$ cat config.mk
export PLATFORM = sky130hd
export DESIGN_NAME = mar_seq
export DESIGN_NICKNAME = d
export VERILOG_FILES = /design/src/rtl/mar_pkg.sv /design/src/rtl/mar_reg.sv /design/src/rtl/mar_seq.sv
export SDC_FILE = /design/constraint.sdc
export NUM_CORES = 1
export LEC_CHECK = 0
export ABC_AREA = 1
export CAP_MARGIN = 20
export CORE_MARGIN = 4
export CORE_UTILIZATION = 35
export DETAILED_ROUTE_END_ITERATION = 16
export GPL_TIMING_DRIVEN = 0
export PLACE_DENSITY = 0.71
export RECOVER_POWER = 50
export SLEW_MARGIN = 5
export SYNTH_ARGS = -nofsm -noshare
export SYNTH_HDL_FRONTEND = slang
export SYNTH_SLANG_ARGS = --single-unit
$ cat constraint.sdc
create_clock -name clk -period 1.45 [get_ports clk]
set_input_delay 0.3625 -clock clk [delete_from_list [all_inputs] [get_ports clk]]
set_output_delay 0.3625 -clock clk [all_outputs]
set_load 0.03 [all_outputs]
$ cat src/rtl/mar_pkg.sv
// mar_pkg: shared state encoding and mode constants for the memory address register
package mar_pkg;
  typedef enum logic [1:0] {
    S_RUN        = 2'd0,
    S_PROG_ENTRY = 2'd1,
    S_PROG       = 2'd2
  } state_t;
  localparam logic MODE_RUN  = 1'b0;
  localparam logic MODE_PROG = 1'b1;
endpackage

$ cat src/rtl/mar_reg.sv
// mar_reg: address register with sync clear, load and increment wrapping at MEM_DEPTH
module mar_reg #(
  parameter int ADDR_W    = 4,
  parameter int MEM_DEPTH = 16
) (
  input  logic              clk,
  input  logic              clr,
  input  logic              ld,
  input  logic              inc,
  input  logic [ADDR_W-1:0] d,
  output logic [ADDR_W-1:0] q,
  output logic              wrap
);
  localparam logic [ADDR_W-1:0] TOP = ADDR_W'(MEM_DEPTH - 1);
  logic w_top;
  assign w_top = (q == TOP);
  always_ff @(posedge clk) begin
    if (clr) begin
      q    <= '0;
      wrap <= 1'b0;
    end else begin
      q    <= ld ? d : inc ? (w_top ? '0 : q + 1'b1) : q;
      wrap <= ~ld & inc & w_top;
    end
  end
endmodule

$ cat src/rtl/mar_seq.sv
// mar_seq: SAP memory address register with run/program modes and range check.
// Optional tristate output (oe_n) enabled by defining MAR_TRISTATE_EN.
module mar_seq
  import mar_pkg::*;
#(
  parameter int ADDR_W    = 4,
  parameter int MEM_DEPTH = 16
) (
  input  logic              clk,
  input  logic              clr,
`ifdef MAR_TRISTATE_EN
  input  logic              oe_n,
`endif
  input  logic              mode,
  input  logic [ADDR_W-1:0] bus_in,
  input  logic [ADDR_W-1:0] sw_in,
  input  logic              ld1_n,
  input  logic              ld2_n,
  input  logic              inc,
  output logic [ADDR_W-1:0] mar_out,
  output logic              addr_upd,
  output logic              wrap,
  output logic              range_err
);
  localparam logic [ADDR_W:0] LIM = (ADDR_W + 1)'(MEM_DEPTH);
  state_t            r_state, w_next;
  logic              w_load, w_want, w_oor, w_ld, w_inc, w_wrap, r_upd, r_err;
  logic [ADDR_W-1:0] w_cand, w_q;
  always_comb begin
    w_load = ~ld1_n & ~ld2_n;
    w_cand = (r_state == S_RUN) ? bus_in : sw_in;
    w_want = (r_state == S_PROG_ENTRY) | w_load;
    w_oor  = ({1'b0, w_cand} >= LIM);
    w_ld   = w_want & ~w_oor;
    w_inc  = (r_state == S_PROG) & ~w_load & inc;
    w_next = (mode == MODE_PROG) ? ((r_state == S_RUN) ? S_PROG_ENTRY : S_PROG) : S_RUN;
  end
  always_ff @(posedge clk) begin
    if (clr) begin
      r_state <= S_RUN;
      r_upd   <= 1'b0;
      r_err   <= 1'b0;
    end else begin
      r_state <= w_next;
      r_upd   <= w_ld | w_inc;
      r_err   <= r_err | (w_want & w_oor);
    end
  end
  mar_reg #(.ADDR_W(ADDR_W), .MEM_DEPTH(MEM_DEPTH)) u_reg (
    .clk  (clk),
    .clr  (clr),
    .ld   (w_ld),
    .inc  (w_inc),
    .d    (w_cand),
    .q    (w_q),
    .wrap (w_wrap)
  );
  assign addr_upd  = r_upd;
  assign range_err = r_err;
  assign wrap      = w_wrap;
`ifdef MAR_TRISTATE_EN
  assign mar_out = oe_n ? 'z : w_q;
`else
  assign mar_out = w_q;
`endif
endmodule

==> impl_results.md <==
- DR vias: 580
- Syn Area/Cell: 6.64 um^2
- DP Area: 753 um^2
- CTS root buf: clkbuf_4
- Worst Path Required: 1090 ps
- First-pass GRT wire length: 1820 um
- Yosys reg bits: 8
- Std cell rows: 13
- DIE HEIGHT: 47.4 um
- WL met1: 487 um
- Leakage power: 0.390 nW
- Cts bufs inserted: 3
- Avg WL per Cell: 10.1 um
- Met2 wire len: 581 um
- I/O Buffers: 19
- MaxCap Viol Count: 0
- Placed insts: 116
- Setup Buffers After CTS: 0
- Total GRT Usage: 12.1%
- Hold Worst Slack: 504 ps
- Most frequent cells in the layout: inv_1 (17), nand2_1 (15), clkdlybuf4s50_1 (12)
- Synth Instances: 82
- RSZ-0062 raised after global routing: no
- Synthesis-to-layout area growth: 40.0%
- Worst clock skew: 3.83 ps
- Largest net degree at the start of global routing: 10
- Finished Cell Area: 762 um^2
- Starting Density: 39.4%
- WS Path Type: reg -> out
- Final Critical Period: 1390 ps
- Post-CTS resize count: 10
- Startpoint types: register
- Clock latency on the worst-skew pair: 250 ps
- CTS tree: built
- Fin worst setup slack: 64.4 ps
- Slew Viols, Final: 0
- Nets: 121
- Layout cell share with drive strength beyond 1: 22.1%
- Initial antenna violation count: 0
- WL met3: 86 um
- Post-DR vias/cell: 4.87
- Top layer in use: met4
- Netlist cell types: 21
- Overflow after GRT: 0
- Post-CTS Hold Fix Bufs: 0
- Clk sinks: 8
- Syn_nets: 97
- Finish-stage setup viols: 0
- Die width: 47.4 um
- Hpwl dp: 938 um
- Clk slew on worst S/H paths: 50 ps
- H-tree depth: 1
- Commonest non-fill, non-tap cell in the layout: inv_1
- Synth Cell Area: 544 um^2
- Max Freq: 0.722 GHz
- Routed wire length: 1200 um
- Tcrit/Tclk final: 95.6%
- Status: finished, final reports clean
- I/O pin cnt: 21
- Clock Path Buffers: 2
- Die footprint: 2250 um^2
- CP Max Fanout: 4
- Routability Congestion: 0.714
- YS warnings: 0
- DRC viols: 0
- Arr. time, crit path: 1020 ps
- Worst Path Buf+Inv: 1
- Crit path cell chain: clkdlybuf4s15_1
- Post-route insts no fill: 119
- DRT Pass-1 Iters: 4
- Core area: 1380 um^2
- HP Class: reg -> reg
- Worst Setup End Kind: output port
- Sequential area share after synthesis: 29.4%
- Pre-CTS WS: -76.4 ps
- Final Hold Viols: 0
- Crit path max-delay cell type: clkdlybuf4s15_1
- CP top delay family: buffers and inverters
- Antenna viol nets, final: 0
- DR iter-0 viols: 14
- Number of global-route vias before repair: 500
- Peak supply drop: 427 uV
- PD cells: 815 nW/um^2
- CP max stage delay: 390 ps
- Antenna cells: 0
- Design Power: 621 uW
flip-flops by register name, summed over array words and instances (netlist names):
name / cells
r_state: 2
addr_upd: 1
u_reg.wrap: 1
u_reg.q: 4
worst reg2reg max path: stages, from the launching register on:
cell     delay, ps
dfxtp_1        430
ha_1           210
nand2_1         80
nor2_1         140
inv_1           70
nand3_1         80
nor2_1          50
nand2_2         70
nand2_2         40
cells by family (layout without fill, tap and decap cells):
kind of cell	after synthesis	count (layout)	share of synthesized area, %
buffers and inverters	24	46	18.6
and+or+nand+nor	44	44	43.4
adders and majority gates	1	1	2.30
DFF	8	8	29.4
AOI/OAI and AO/OA	4	4	5.52
other	1	1	0.689
metrics by stage:
step / utilization [%] / TNS (ps)
2_1_floorplan: - / 0
3_3_place_gp: 54.5 / -212
3_5_place_dp: 54.5 / -302
4_1_cts: 55.9 / 0
5_1_grt: 55.1 / 0
6_report: 55.1 / 0
synthesized netlist by cell type, drive strengths merged:
library cell  count  share of area (%)
inv              22                 16
nand2            21                 20
nand3             9                9.2
dfxtp             8                 29
nor2              6                6.0
nand4             4                4.6
o211ai            4                5.5
nor3              2                1.8
buf               1                1.4
clkinv            1                1.6
conb              1               0.69
ha                1                2.3
nor4              1                1.2
or2               1                1.2
final cells by class:
type	count	area, um^2
fillers	145	621
flip-flops and latches	8	160
repair buffers	19	179
clock buffers	3	22.5
well taps	15	18.8
multi-input cells	50	280
inverters	23	93.8
plain buffers	1	7.51
power breakdown:
| part | switching (mW) | leakage, nW | internal [mW] |
|---|---|---|---|
| sequential | 0.0200 | 0.0658 | 0.236 |
| clock | 0.0753 | 0.0138 | 0.0947 |
| combinational | 0.109 | 0.311 | 0.0863 |
layer usage:
metal	vias to the layer above	global-route usage, %
li1	297	-
met1	254	11.1
met2	22	21.4
met3	7	2.63
met4	0	11.6
met5	-	0
path summary, 6_finish.rpt:
check | from | end | slack [ps] | cells after the start
max | u_reg.q[3] | mar_out[3] | 60 | 1
min | r_state[0] | r_state[0] | 500 | 1
max reg2reg | u_reg.q[0] | u_reg.q[3] | 160 | 8
min reg2reg | r_state[0] | r_state[0] | 500 | 1
No activity file was read; power rests on OpenSTA's default activity.
